## src/rtl/regfile_pkg.sv

```systemverilog
// Shared widths and constants for the architectural register file and its cycle counter.
package regfile_pkg;

    localparam int DATA_W   = 16;
    localparam int ADDR_W   = 4;
    localparam int NUM_REGS = 16;

    typedef logic [DATA_W-1:0] data_t;
    typedef logic [ADDR_W-1:0] addr_t;

    localparam addr_t REG_ZERO = '0;

    // An unknown wen compares as not-1 and is therefore treated as no write.
    function automatic logic write_valid(input logic wen, input addr_t waddr);
        return (wen == 1'b1) && (waddr != REG_ZERO);
    endfunction

endpackage

```

## src/rtl/regfile_cycle_counter_if.sv

```systemverilog
// Core-side bus of the register file: read/write ports, halt, cycle count and timeout.
interface regfile_cycle_counter_if #(
    parameter int CNT_W = 32
);
    import regfile_pkg::*;

    addr_t            raddr0;
    data_t            rdata0;
    addr_t            raddr1;
    data_t            rdata1;
    logic             wen;
    addr_t            waddr;
    data_t            wdata;
    logic             halt;
    logic [CNT_W-1:0] cycle_count;
    logic             timeout;

    modport master (
        output raddr0, raddr1, wen, waddr, wdata, halt,
        input  rdata0, rdata1, cycle_count, timeout
    );

    modport slave (
        input  raddr0, raddr1, wen, waddr, wdata, halt,
        output rdata0, rdata1, cycle_count, timeout
    );

endinterface

```

## src/rtl/regfile_cycle_counter_cycle_counter.sv

```systemverilog
// Saturating free-running cycle counter that freezes on halt and latches a sticky timeout.
module cycle_counter #(
    parameter int CNT_W      = 32,
    parameter int MAX_CYCLES = 1000000
) (
    input  logic             clk,
    input  logic             rst_n,
    input  logic             halt,
    output logic [CNT_W-1:0] cycle_count,
    output logic             timeout
);

    localparam logic [CNT_W-1:0] CNT_SAT       = '1;
    localparam bit               MAX_REACHABLE = (CNT_W >= 32) || (MAX_CYCLES < (1 << CNT_W));
    localparam logic [CNT_W-1:0] MAX_VAL       = CNT_W'(MAX_CYCLES);

    logic [CNT_W-1:0] count_q;
    logic [CNT_W-1:0] count_d;
    logic             timeout_q;
    logic             timeout_d;

    // Timeout rises on the same edge that lands the count on MAX_CYCLES, then both freeze.
    always_comb begin
        count_d   = count_q;
        timeout_d = timeout_q;
        if (!halt && !timeout_q && (count_q != CNT_SAT)) begin
            count_d = count_q + 1'b1;
            if (MAX_REACHABLE && (count_d == MAX_VAL)) begin
                timeout_d = 1'b1;
            end
        end
    end

    always_ff @(posedge clk or negedge rst_n) begin
        if (!rst_n) begin
            count_q   <= '0;
            timeout_q <= 1'b0;
        end else begin
            count_q   <= count_d;
            timeout_q <= timeout_d;
        end
    end

    assign cycle_count = count_q;
    assign timeout     = timeout_q;

endmodule

```

## src/rtl/regfile_cycle_counter.sv

```systemverilog
// 16 x 16-bit register file (2R/1W, registered reads, r0 hardwired to zero) plus cycle counter.
// Define REGFILE_BYPASS_EN to forward same-edge write data to a matching read port.
module regfile_cycle_counter
    import regfile_pkg::*;
#(
    parameter int CNT_W      = 32,
    parameter int MAX_CYCLES = 1000000
) (
    input  logic                   clk,
    input  logic                   rst_n,
    regfile_cycle_counter_if.slave bus
);

    data_t regs_q [NUM_REGS];
    data_t regs_d [NUM_REGS];
    data_t rdata0_q;
    data_t rdata0_d;
    data_t rdata1_q;
    data_t rdata1_d;
    logic  wr_en;

    assign wr_en = write_valid(bus.wen, bus.waddr);

    always_comb begin
        regs_d = regs_q;
        if (wr_en) begin
            regs_d[bus.waddr] = bus.wdata;
        end
        regs_d[REG_ZERO] = '0;
    end

    always_comb begin
        rdata0_d = regs_q[bus.raddr0];
        rdata1_d = regs_q[bus.raddr1];
`ifdef REGFILE_BYPASS_EN
        // wr_en already excludes r0, so a read of r0 is never bypassed.
        if (wr_en && (bus.waddr == bus.raddr0)) begin
            rdata0_d = bus.wdata;
        end
        if (wr_en && (bus.waddr == bus.raddr1)) begin
            rdata1_d = bus.wdata;
        end
`else
        // Read-before-write: the core forwards same-edge write data itself.
`endif
    end

    always_ff @(posedge clk or negedge rst_n) begin
        if (!rst_n) begin
            for (int i = 0; i < NUM_REGS; i++) begin
                regs_q[i] <= '0;
            end
            rdata0_q <= '0;
            rdata1_q <= '0;
        end else begin
            regs_q   <= regs_d;
            rdata0_q <= rdata0_d;
            rdata1_q <= rdata1_d;
        end
    end

    assign bus.rdata0 = rdata0_q;
    assign bus.rdata1 = rdata1_q;

    cycle_counter #(
        .CNT_W      (CNT_W),
        .MAX_CYCLES (MAX_CYCLES)
    ) u_cycle_counter (
        .clk         (clk),
        .rst_n       (rst_n),
        .halt        (bus.halt),
        .cycle_count (bus.cycle_count),
        .timeout     (bus.timeout)
    );

endmodule

```

## src/flat_wrapper.sv

```systemverilog
// flat-port wrapper written by rule: the top's interface ports become plain ports
module regfile_cycle_counter_flat import regfile_pkg::*;
#(
    parameter int CNT_W      = 32,
    parameter int MAX_CYCLES = 1000000
)
  (clk, rst_n, bus_raddr0, bus_raddr1, bus_wen, bus_waddr, bus_wdata, bus_halt, bus_rdata0, bus_rdata1, bus_cycle_count, bus_timeout);
  regfile_cycle_counter_if #(.CNT_W(CNT_W)) bus_i ();
  input  logic clk;
  input  logic rst_n;
  input wire logic [$bits(bus_i.raddr0)-1:0] bus_raddr0;
  input wire logic [$bits(bus_i.raddr1)-1:0] bus_raddr1;
  input wire logic [$bits(bus_i.wen)-1:0] bus_wen;
  input wire logic [$bits(bus_i.waddr)-1:0] bus_waddr;
  input wire logic [$bits(bus_i.wdata)-1:0] bus_wdata;
  input wire logic [$bits(bus_i.halt)-1:0] bus_halt;
  output wire logic [$bits(bus_i.rdata0)-1:0] bus_rdata0;
  output wire logic [$bits(bus_i.rdata1)-1:0] bus_rdata1;
  output wire logic [$bits(bus_i.cycle_count)-1:0] bus_cycle_count;
  output wire logic [$bits(bus_i.timeout)-1:0] bus_timeout;
  assign bus_i.raddr0 = bus_raddr0;
  assign bus_i.raddr1 = bus_raddr1;
  assign bus_i.wen = bus_wen;
  assign bus_i.waddr = bus_waddr;
  assign bus_i.wdata = bus_wdata;
  assign bus_i.halt = bus_halt;
  assign bus_rdata0 = bus_i.rdata0;
  assign bus_rdata1 = bus_i.rdata1;
  assign bus_cycle_count = bus_i.cycle_count;
  assign bus_timeout = bus_i.timeout;
  regfile_cycle_counter #(.CNT_W(CNT_W), .MAX_CYCLES(MAX_CYCLES)) u_core (.clk(clk), .rst_n(rst_n), .bus(bus_i));
endmodule
```

## config.mk

```make
export PLATFORM = sky130hd
export DESIGN_NAME = regfile_cycle_counter_flat
export DESIGN_NICKNAME = d
export VERILOG_FILES = /design/src/rtl/regfile_pkg.sv /design/src/rtl/regfile_cycle_counter_if.sv /design/src/rtl/regfile_cycle_counter_cycle_counter.sv /design/src/rtl/regfile_cycle_counter.sv /design/src/flat_wrapper.sv
export SDC_FILE = /design/constraint.sdc
export NUM_CORES = 1
export LEC_CHECK = 0
export BUFFER_PORTS_ARGS = -buffer_cell sky130_fd_sc_hd__buf_2
export CAP_MARGIN = 5
export CORE_MARGIN = 2
export CORE_UTILIZATION = 40
export DETAILED_ROUTE_END_ITERATION = 12
export GPL_ROUTABILITY_DRIVEN = 1
export PLACE_DENSITY_LB_ADDON = 0.05
export SLEW_MARGIN = 0
export SYNTH_ARGS = -nofsm -noshare
export SYNTH_HDL_FRONTEND = slang
export SYNTH_SLANG_ARGS = --single-unit
export TNS_END_PERCENT = 30
```

## constraint.sdc

```tcl
create_clock -name clk -period 2.2 [get_ports clk]
set_input_delay 0.44 -clock clk [delete_from_list [all_inputs] [get_ports clk]]
set_output_delay 0.44 -clock clk [all_outputs]
set_load 0.03 [all_outputs]
```

=== Yosys cells after proc, flatten, opt, wreduce, memory -nomap -nowiden ===
Cells that the tools add are included.

* Order comparisons: 4
* Bitwise logic cells: 3
* Muxes and demuxes: 9
* Eq/ne operators: 2
* $add $sub $neg: 1
* Reduce and logical (&&, ||, !) cells: 8

{| class="wikitable"
|+ Operators with widths
! operator !! number
|-
| $bwmux W256 || 1
|-
| $bmux W16 S4 || 2
|-
| $mux W16 || 5
|-
| $demux W16 S4 || 1
|-
| $add A32 B1 Y32 const B || 1
|-
| $eq A32 B20 Y1 const B || 1
|-
| $ne A32 B32 Y1 const B || 1
|-
| $ge A5 B5 Y1 const B || 3
|-
| $not A4 Y5 || 3
|-
| $lt A5 B1 Y1 const B || 1
|-
| $logic_and A1 B1 Y1 || 4
|-
| $reduce_bool A4 Y1 || 1
|-
| $logic_not A1 Y1 || 2
|-
| $reduce_and A2 Y1 || 1
|}

* Logic and storage cells: 46
* Output and inout port bits: 65
* Register bits after elaboration: 305
* Bits of input ports: 32

=== Depth between registers and ports, before layout ===
Gate-level depths: netlist (run 1).

* Depth after elaboration: 6
* Mapped depth: 8

=== By module ===
From an unflattened synthesis (run 1), not the netlist that was laid out.

* Cells, all modules: 1161
* Area total of the unflattened synthesis: 15780.1 µm²

{| class="wikitable"
|+ By module, submodules not included
! module !! seq. area each (µm²) !! cells each !! area an instance (µm²) !! times used
|-
| regfile_cycle_counter || 6806.5 || 931 || 13726.9 || 1
|-
| cycle_counter || 825.8 || 230 || 2053.2 || 1
|}

=== Worst setup path after synthesis (run 1) ===
OpenSTA, ideal clock, no wires.

* Path type: register to register
* Start: register u_core.u_cycle_counter.count_q[0] (netlist: u_core.u_cycle_counter.cycle_count[0])
* End: register u_core.u_cycle_counter.timeout_q (netlist: u_core.u_cycle_counter.timeout)
* Arrival: 2.400 ns
* Required time: 2.096 ns
* Path slack: -0.304 ns
* Setup time: 0.104 ns
* Period minus slack after synthesis: 2.504 ns
* Stages on the path, launching flop included: 8
* Path through: dfrtp_1 ha_1 nand2_1 or4_4 or3_1 a211oi_1 nand4_1 o41ai_2

* Cells in the longest elaborated chain, start to end: 3
* Elaborated cells on any way between the ends: 5

{| class="wikitable"
|+ Ends and longest elaborated chain
! what !! RTL line !! source
|-
| from (decl) || regfile_cycle_counter_cycle_counter.sv:17 || <nowiki>logic [CNT_W-1:0] count_q;</nowiki>
|-
| from (signal assigned) || regfile_cycle_counter_cycle_counter.sv:39 || <nowiki>count_q <= count_d;</nowiki>
|-
| $add A32 B1 Y32 / $ne A32 B32 Y1 (equally long branches) || regfile_cycle_counter_cycle_counter.sv:27, regfile_cycle_counter_cycle_counter.sv:26 ||
|-
| $eq A32 B20 Y1 / $logic_and A1 B1 Y1 (equally long branches) || regfile_cycle_counter_cycle_counter.sv:28, regfile_cycle_counter_cycle_counter.sv:26 ||
|-
| $reduce_and A2 Y1 (no line) (*) || n/a ||
|-
| to (signal assigned) || regfile_cycle_counter_cycle_counter.sv:40 || <nowiki>timeout_q <= timeout_d;</nowiki>
|-
| to (decl) || regfile_cycle_counter_cycle_counter.sv:19 || <nowiki>logic timeout_q;</nowiki>
|}

Mark *: on every way between the ends. The rest lies on a longest branch, timed or not.
A chain may end at the register's enable or synchronous reset.

=== Worst setup path after layout (run 1) ===
* Start: register u_core.u_cycle_counter.count_q[12] (netlist: u_core.u_cycle_counter.cycle_count[12])
* End: register u_core.u_cycle_counter.timeout_q (netlist: u_core.u_cycle_counter.timeout)

Same word-level chain as after synthesis.

==> flow_summary.yaml, run 1 <==
floorplan:
  die_w_um: 201
  die_h_um: 201
  start_util: 0.404
  coreArea_sq_mm: 0.0386
  dieArea_sq_mm: 0.0405
  num_rows: 72
  ios: 97
worst_setup_path:
  crit_path_max_fanout: 3
  crit_chain: "nand4_1, buf_4, or4_4, or3_4, a211oi_2, nand4_1, o41ai_2"
  cpMostUsedCell: "nand4_1"
  critPathSlowestCell: "or4_4"
  crit_arrival_ns: 2.61
  crit_buf_inv: 1
  required_ns: 2.63
  critPathTopFamily: "simple AND/OR/NAND/NOR gates"
  reg2reg_slack_ns: 0.02
  slowest_delay_ns: 0.41
  crit_type: "reg2reg"
  setup.worst_path.end_class: "register"
  critPathLaunchType: "register"
finish:
  drive_gt1_frac: 0.594
  area_growth_pct: 22.6
  fin_util: 0.495
  post-route-cell-area_sq_mm: 0.0191
  final_common_cell: "dfrtp_1"
  mostFrequentLayoutCells: "dfrtp_1, mux2_2, mux4_2"
  final_nets: 1246
detailed_routing:
  dr.pass1.iters: 4
  via_per_inst: 5.69
  ant_nets: 0
  via_count: 10000
  routed_wl_mm: 45.2
  wl_per_cell_um: 25.7
  drc: 0
  first_iter_violations: 431
cts:
  cts-buffers-inserted: 37
  cts_tree: "done"
  path_clk_slew_ns: 0.06
  root_buffer: "clkbuf_16"
  clk_latency_ns: 0.54
  clock-sinks: 305
  htreeDepth: 2
  cts_max_path_buffers: 3
logic_synthesis:
  ys_seq_elements: 305
  syn_inst: 1034
  syn_area_sq_mm: 0.0156
  ys_async_sr_fraction: 1.00
  ys_warn_count: 0
  synth_cell_type_count: 47
  ys_seq_area_frac: 0.490
  synth_top_flop_cell: "dfrtp_1"
  syn-num-nets: 1067
  syn_area_per_cell_sq_um: 15.1
  synth_edf_count: 0
sta:
  fmax_mhz: 459
  maxSlewViolCount: 0
  tightest_slew_ns: 0.618
  slew_headroom: 0.588
  fin_crit_sh: 0.990
  worst_slack_ns: 0.0214
  rsz0062_at_grt: "true"
  setup_violations: 0
  min_period_ns: 2.18
  timing.final.hold_violations: 0
  setup_tns_ns: 0
  fin_skew_ns: 0.0126
global_routing:
  antenna_found_initial: 6
  grt_max_degree: 75
  grt_pass1_wl_mm: 69.0
  grt_pass1_vias: 10700
  overflow: 0
  grt_use_total: 0.230
pwr:
  combPwrFrac: 0.213
  p_leak_nw: 8.10
  pwr-share-seq: 0.440
  netSwitchingFraction: 0.274
  vdd_drop_max_mv: 0.571
  clockPowerShare: 0.346
  power_switching_mw: 4.76
  p_per_area_mw_per_mm2: 911
  total_power_mw: 17.4
  power.internal_mw: 12.6
place:
  dp_hpwl_mm: 29.1
  place_area_sq_mm: 0.0178
  gp_congestion: 0.887
  numPortBuffers: 96
  place_ws_ns: -0.0551
run_status:
  status: "finished clean"
min_path:
  hp-class: "in2reg"
run:
  maxCapViolCount: 0
==> worst register-to-register path, delay by kind of cell, from the launching register on <==
| kind | cells | cell delay (ns) |
|---|---|---|
| simple gates | 4 | 1.06 |
| compound gates | 2 | 0.47 |
| flops | 1 | 0.37 |
| buf+inv | 1 | 0.19 |
==> metrics by stage <==
stage,std cells,hold WS (ns)
2_1_floorplan,1034,0.144
3_3_place_gp,1684,0.327
3_5_place_dp,1684,0.328
4_1_cts,1756,0.310
5_1_grt,1758,0.360
6_report,1759,0.351
==> final timing paths <==
kind	from	endpoint	cells past startpoint
min	bus_halt	u_core.u_cycle_counter.cycle_count[28]$_DFFE_PN0P_	4
max	u_core.u_cycle_counter.cycle_count[12]$_DFFE_PN0P_	u_core.u_cycle_counter.timeout$_DFFE_PN0P_	7
max in group asynchronous	rst_n	u_core.regs_q[179]$_DFFE_PN0P_	4
min reg2reg	u_core.regs_q[225]$_DFFE_PN0P_	u_core.regs_q[225]$_DFFE_PN0P_	1
max reg2reg	u_core.u_cycle_counter.cycle_count[12]$_DFFE_PN0P_	u_core.u_cycle_counter.timeout$_DFFE_PN0P_	7
min in group asynchronous	rst_n	u_core.bus.rdata0[0]$_DFF_PN0_	2
==> logic make-up (layout without fill, tap and decap cells) <==
kind of cell               count (synthesis)  after routing  synth area share
DFF                                      305            305             0.490
muxes                                    403            403             0.384
AOI/OAI and AO/OA                         55             55            0.0289
xor gates and xnor gates                  35             35            0.0197
and+or+nand+nor                          143            143            0.0538
buffers and inverters                     92            298            0.0229
other                                      0              1                 0
adders and majority gates                  1              1          0.000803
==> Yosys cell counts (all sizes together), types with 4 or more instances <==
library cell / number / area share
dfrtp: 305 / 0.49
mux2: 273 / 0.20
mux4: 128 / 0.19
clkbuf: 63 / 0.015
a22o: 31 / 0.017
xnor2: 30 / 0.017
buf: 26 / 0.0069
nand2: 25 / 0.0060
nand4: 21 / 0.0092
nor2: 20 / 0.0048
nand3: 17 / 0.0058
nor4: 12 / 0.0064
nor3: 7 / 0.0022
and4: 5 / 0.0028
nand2b: 5 / 0.0020
nand3b: 5 / 0.0024
or3: 5 / 0.0020
xor2: 5 / 0.0028
a21oi: 4 / 0.0013
and3: 4 / 0.0016
nor2b: 4 / 0.0016
o21ai: 4 / 0.0013
==> area by class of cell <==
class                      count  area [sq um]
sequential                   305          7650
inverter                       3          11.3
clock buffer                  56          1110
multi-input combinational    637          7730
timing repair buffer         229          1860
tap                          518           648
clock inverter                10          81.3
antenna                        1          2.50
fill                        3442         19500
==> repair_timing <==
item	in CTS	in global routing
gates resized for setup	8	8
pin swaps	2	8
setup buffers	5	2
setup endpoints to repair	1	2
hold buffers	1	0
endpoints found under the hold margin	28	0
==> metal layers <==
layer,GRT usage,part of all wire,vias up
met2,0.374,0.48,222
met1,0.320,0.45,5336
met4,0.0680,0.022,8
met5,0,0.0011,-
met3,0.0395,0.043,76
li1,-,-,4368
==> power groups by stage <==
stage | Clock (mW) | Sequential (mW) | Combinational (mW)
6_report | 6.03 | 7.66 | 3.71
5_1_grt | 6.44 | 7.82 | 3.97
4_1_cts | 6.20 | 7.65 | 3.77
3_5_place_dp | 0 | 7.75 | 3.76
3_3_place_gp | 0 | 7.72 | 3.70
2_1_floorplan | 0 | 7.83 | 2.42
==> flip-flops by register name, indices dropped and copies added, names as in the netlist <==
name	flops
u_core.bus.rdata0	16
u_core.bus.rdata1	16
u_core.regs_q	240
u_core.u_cycle_counter.cycle_count	32
u_core.u_cycle_counter.timeout	1
Power figures use the tool's default switching activity.
==> run 2, diff against run 1 <==
--- a/config.mk
+++ b/config.mk
@@ -9,6 +9,7 @@
 export CAP_MARGIN = 5
 export CORE_MARGIN = 2
 export CORE_UTILIZATION = 40
+export CTS_BUF_LIST = sky130_fd_sc_hd__clkbuf_4 sky130_fd_sc_hd__clkbuf_8
 export DETAILED_ROUTE_END_ITERATION = 12
 export GPL_ROUTABILITY_DRIVEN = 1
 export PLACE_DENSITY_LB_ADDON = 0.05
==> constraint.sdc (replaced) <==
create_clock -name clk -period 2.8 [get_ports clk]
set_input_delay 0.56 -clock clk [delete_from_list [all_inputs] [get_ports clk]]
set_output_delay 0.56 -clock clk [all_outputs]
set_load 0.03 [all_outputs]
==> run 2 against run 1 <==
Effect of this change: flip-flop and latch count stayed put; sequential share of layout area is 1.9 points higher; clock power is 26% lower; first-iteration DRC count is 22% higher; maximum frequency is 11% lower; global-route usage is 1.0 points lower; die area stayed put; via count is 2.0% lower; combinational power is 23% lower; critical path type unchanged; largest cell class is now registers; largest power group unchanged.
==> flow_summary.yaml, run 2 (synthesized netlist as in run 1, its figures left out) <==
run:
  maxCapViolCount: 0
worst_setup_path:
  setup.worst_path.end_class: "register"
  crit_path_max_fanout: 8
  required_ns: 3.33
  crit_type: "reg2reg"
  critPathLaunchType: "register"
  crit_arrival_ns: 2.98
pwr:
  clockPowerShare: 0.334
  p_per_area_mw_per_mm2: 731
  power_switching_mw: 3.68
  p_leak_nw: 7.71
  combPwrFrac: 0.215
  pwr-share-seq: 0.450
  power.internal_mw: 9.62
  netSwitchingFraction: 0.276
  total_power_mw: 13.3
  vdd_drop_max_mv: 0.361
global_routing:
  overflow: 0
  antenna_found_initial: 3
  grt_pass1_wl_mm: 66.4
  grt_max_degree: 70
  grt_use_total: 0.220
  grt_pass1_vias: 10400
finish:
  drive_gt1_frac: 0.565
  final_nets: 1195
  fill_cells: 3518
  largest_reg_flops: 240
  multi_input_area_sq_mm: 0.00761
  top_register: "u_core.regs_q"
  final_common_cell: "dfrtp_1"
  seq_area_sq_mm: 0.00763
  mostFrequentLayoutCells: "dfrtp_1, mux2_2, mux4_2"
  area_growth_pct: 16.8
floorplan:
  die_w_um: 201
  die_h_um: 201
  num_rows: 72
  start_util: 0.404
  coreArea_sq_mm: 0.0386
  dieArea_sq_mm: 0.0405
  ios: 97
detailed_routing:
  routed_wl_mm: 43.3
  drc: 0
  ant_nets: 0
  route.met3.wl_mm: 1.70
  via_per_inst: 5.70
  wl_met1_mm: 19.6
  wl_per_cell_um: 25.2
  dr_wl_met2_mm: 20.8
  via_count: 9809
  top_layer_used: "met5"
  first_iter_violations: 525
  dr.pass1.iters: 4
cts:
  path_clk_slew_ns: 0.06
  cts-buffers-inserted: 56
  cts_tree: "done"
  root_buffer: "clkbuf_8"
  htreeDepth: 2
  clock-sinks: 305
  cts_resized: 0
  cts_max_path_buffers: 3
  postCtsSetupRepairBufs: 0
  clk_latency_ns: 0.63
sta:
  setup_tns_ns: 0
  fin_skew_ns: 0.0158
  fin_crit_sh: 0.876
  slew_headroom: 0.331
  min_period_ns: 2.45
  rsz0062_at_grt: "false"
  setup_violations: 0
  timing.final.hold_violations: 0
  fmax_mhz: 408
  maxSlewViolCount: 0
  tightest_slew_ns: 0.999
  worst_slack_ns: 0.346
place:
  dp_hpwl_mm: 27.3
  gp_congestion: 0.788
  place_ws_ns: 0.332
  numPortBuffers: 96
run_status:
  status: "finished clean"
min_path:
  hp-class: "in2reg"
[run 2: power by group through the flow]
| stage | logic, mW | clock network (mW) | registers, mW |
|---|---|---|---|
| finish | 2.86 | 4.44 | 5.99 |
| global route | 3.06 | 4.80 | 6.13 |
| CTS | 2.91 | 4.59 | 5.98 |
| detailed placement | 2.91 | 0 | 6.06 |
| global placement | 2.87 | 0 | 6.03 |
| floorplan | 1.90 | 0 | 6.15 |
[run 2: worst paths after layout]
check | startpoint | end | slack [ns] | cells after the start
max | u_core.u_cycle_counter.cycle_count[1]$_DFFE_PN0P_ | u_core.u_cycle_counter.timeout$_DFFE_PN0P_ | 0.35 | 7
min | bus_halt | u_core.u_cycle_counter.cycle_count[28]$_DFFE_PN0P_ | 0.33 | 4
max reg2reg | u_core.u_cycle_counter.cycle_count[1]$_DFFE_PN0P_ | u_core.u_cycle_counter.timeout$_DFFE_PN0P_ | 0.35 | 7
min reg2reg | u_core.regs_q[192]$_DFFE_PN0P_ | u_core.regs_q[192]$_DFFE_PN0P_ | 0.52 | 1
max in group asynchronous | rst_n | u_core.regs_q[89]$_DFFE_PN0P_ | 1.47 | 3
min in group asynchronous | rst_n | u_core.regs_q[237]$_DFFE_PN0P_ | 0.51 | 2
[run 2: metrics by stage]
stage               std cells  utilization  hold slack (ns)  cell area (sq um)
floorplan                1034            -            0.264              15600
detailed placement       1621        0.441            0.511              17000
global route             1720        0.472            0.340              18200
CTS                      1719        0.472            0.273              18200
global placement         1621        0.441            0.501              17000
finish                   1720        0.472            0.329              18200
[run 2: critical path, cell delays in order (launching register included)]
cell and delay [ns]:
dfrtp_1 0.45, ha_1 0.28, nand2_1 0.15, or4_4 0.52, or3_1 0.32, a211oi_1 0.23
nand4_1 0.13, o41ai_2 0.28
[run 2: per-layer routing]
| layer | up-vias | GRT usage |
|---|---|---|
| li1 | 4263 | - |
| met1 | 5247 | 0.305 |
| met2 | 212 | 0.352 |
| met3 | 83 | 0.0342 |
| met4 | 4 | 0.0819 |
| met5 | - | 0 |
[run 2: area by class of cell]
| class | instances | area share |
|---|---|---|
| flip-flops and latches | 305 | 0.419 |
| multi-input cells | 637 | 0.419 |
| well taps | 518 | 0.0356 |
| inverters | 3 | 0.000619 |
| clock buffers | 97 | 0.0637 |
| repair buffers | 159 | 0.0619 |
| diodes | 1 | 0.000138 |
[run 2: repair_timing]
item | CTS | global route
hold endpoints to repair | 61 | 0
hold buffers | 1 | 0
setup endpoints to repair | 0 | 0
==> run 3, diff against run 2 <==
--- a/config.mk
+++ b/config.mk
@@ -12,6 +12,7 @@
 export CTS_BUF_LIST = sky130_fd_sc_hd__clkbuf_4 sky130_fd_sc_hd__clkbuf_8
 export DETAILED_ROUTE_END_ITERATION = 12
 export GPL_ROUTABILITY_DRIVEN = 1
+export MAX_ROUTING_LAYER = met4
 export PLACE_DENSITY_LB_ADDON = 0.05
 export SLEW_MARGIN = 0
 export SYNTH_ARGS = -nofsm -noshare
==> run 3 against run 2 <==
Effect of this change: utilization is essentially flat; die area is the same; maximum frequency shrank 0.13%; critical endpoint unchanged; largest power group unchanged; highest routed layer is now met4.
==> flow_summary.yaml, run 3 (synthesized netlist as in run 1, its figures left out) <==
sta:
  fin_crit_sh: 0.877
  maxSlewViolCount: 0
  tightest_slew_ns: 0.992
  timing.final.hold_violations: 0
  worst_slack_ns: 0.343
  fmax_mhz: 407
  setup_tns_ns: 0
  worst_hold_slack_ns: 0.336
  rsz0062_at_grt: "false"
  min_period_ns: 2.46
  slew_headroom: 0.336
  fin_skew_ns: 0.0149
  setup_violations: 0
floorplan:
  ios: 97
  coreArea_sq_mm: 0.0386
  num_rows: 72
  start_util: 0.404
  die_h_um: 201
  dieArea_sq_mm: 0.0405
  die_w_um: 201
global_routing:
  antenna_found_initial: 3
  grt_use_total: 0.227
  grt_pass1_wl_mm: 66.4
  overflow: 0
  grt_max_degree: 70
  grt_pass1_vias: 10400
place:
  post-place-cells: 1621
  place_ws_ns: 0.332
  dp_hpwl_mm: 27.3
  numPortBuffers: 96
  gp_congestion: 0.799
detailed_routing:
  wl_per_cell_um: 25.2
  ant_nets: 0
  routed_wl_mm: 43.3
  via_count: 9767
  first_iter_violations: 459
  dr.pass1.iters: 5
  drc: 0
  via_per_inst: 5.67
worst_setup_path:
  worstRegToRegCells: 7
  crit_arrival_ns: 2.98
  timing.rr.end: "u_core.u_cycle_counter.timeout$_DFFE_PN0P_"
  setup.worst_path.end_class: "register"
  startpoint: "u_core.u_cycle_counter.cycle_count[1]$_DFFE_PN0P_"
  crit_path_max_fanout: 8
  r2r-start: "u_core.u_cycle_counter.cycle_count[1]$_DFFE_PN0P_"
  critPathLaunchType: "register"
  crit_end: "u_core.u_cycle_counter.timeout$_DFFE_PN0P_"
  reg2reg_slack_ns: 0.34
  crit_type: "reg2reg"
  required_ns: 3.32
min_path:
  hp-class: "in2reg"
  hold_depth: 4
finish:
  mostFrequentLayoutCells: "dfrtp_1, mux2_2, mux4_2"
  final_nets: 1195
  largest_reg_flops: 240
  top_register: "u_core.regs_q"
  layout.cells.non_filler: 1722
  drive_gt1_frac: 0.565
  area_growth_pct: 16.9
  fill_cells: 3519
  final_common_cell: "dfrtp_1"
cts:
  cts_tree: "done"
  htreeDepth: 2
  root_buffer: "clkbuf_8"
  cts-buffers-inserted: 56
  cts_hold_buf: 1
  clk_latency_ns: 0.63
  path_clk_slew_ns: 0.06
  clock-sinks: 305
  postCtsSetupRepairBufs: 0
  cts_resized: 0
  cts_max_path_buffers: 3
pwr:
  p_per_area_mw_per_mm2: 730
  p_leak_nw: 7.71
  vdd_drop_max_mv: 0.360
run_status:
  status: "finished clean"
run:
  maxCapViolCount: 0
-- run 3: layout make-up --
cell class / instances / area, sq um / share of cell area
Antenna cell: 3 / 7.51 / 0.000412
Clock buffer: 97 / 1160 / 0.0637
Inverter: 3 / 11.3 / 0.000619
Multi-Input combinational cell: 637 / 7610 / 0.418
Sequential cell: 305 / 7630 / 0.419
Tap cell: 518 / 648 / 0.0356
Timing Repair Buffer: 159 / 1130 / 0.0619
-- run 3: per-stage QoR --
step	power, mW	instance area [sq um]	utilization
after floorplan	8.05	15600	-
after global placement	8.90	17000	0.441
after detailed placement	8.96	17000	0.441
after CTS	13.5	18200	0.472
after global routing	14.0	18200	0.472
final	13.3	18200	0.472
-- run 3: critical path, stage by stage, from the launching register on --
cell	delay [ns]
dfrtp_1	0.46
ha_1	0.28
nand2_1	0.15
or4_4	0.52
or3_1	0.32
a211oi_1	0.23
nand4_1	0.13
o41ai_2	0.28
-- run 3: how the worst min path moves through the flow --
stage / slack, ns / startpoint / to
after global routing: 0.34 / bus_halt / u_core.u_cycle_counter.cycle_count[28]$_DFFE_PN0P_
after global placement: 0.50 / u_core.regs_q[149]$_DFFE_PN0P_ / u_core.regs_q[149]$_DFFE_PN0P_
final: 0.34 / bus_halt / u_core.u_cycle_counter.cycle_count[28]$_DFFE_PN0P_
after detailed placement: 0.51 / u_core.regs_q[204]$_DFFE_PN0P_ / u_core.regs_q[204]$_DFFE_PN0P_
after CTS: 0.27 / bus_halt / u_core.u_cycle_counter.cycle_count[28]$_DFFE_PN0P_
after floorplan: 0.26 / rst_n / u_core.bus.rdata0[0]$_DFF_PN0_
-- run 3: metal layers --
metal	wire length (um)	global-route usage
met1	19700	0.306
met2	20900	0.351
met3	1500	0.0339
met4	1160	0.0819
met5	0	-
-- run 3: report_power, final --
| group | total, mW | switching, mW | internal (mW) |
|---|---|---|---|
| Clock | 4.44 | 1.88 | 2.56 |
| Combinational | 2.86 | 1.17 | 1.69 |
| Sequential | 5.99 | 0.618 | 5.37 |
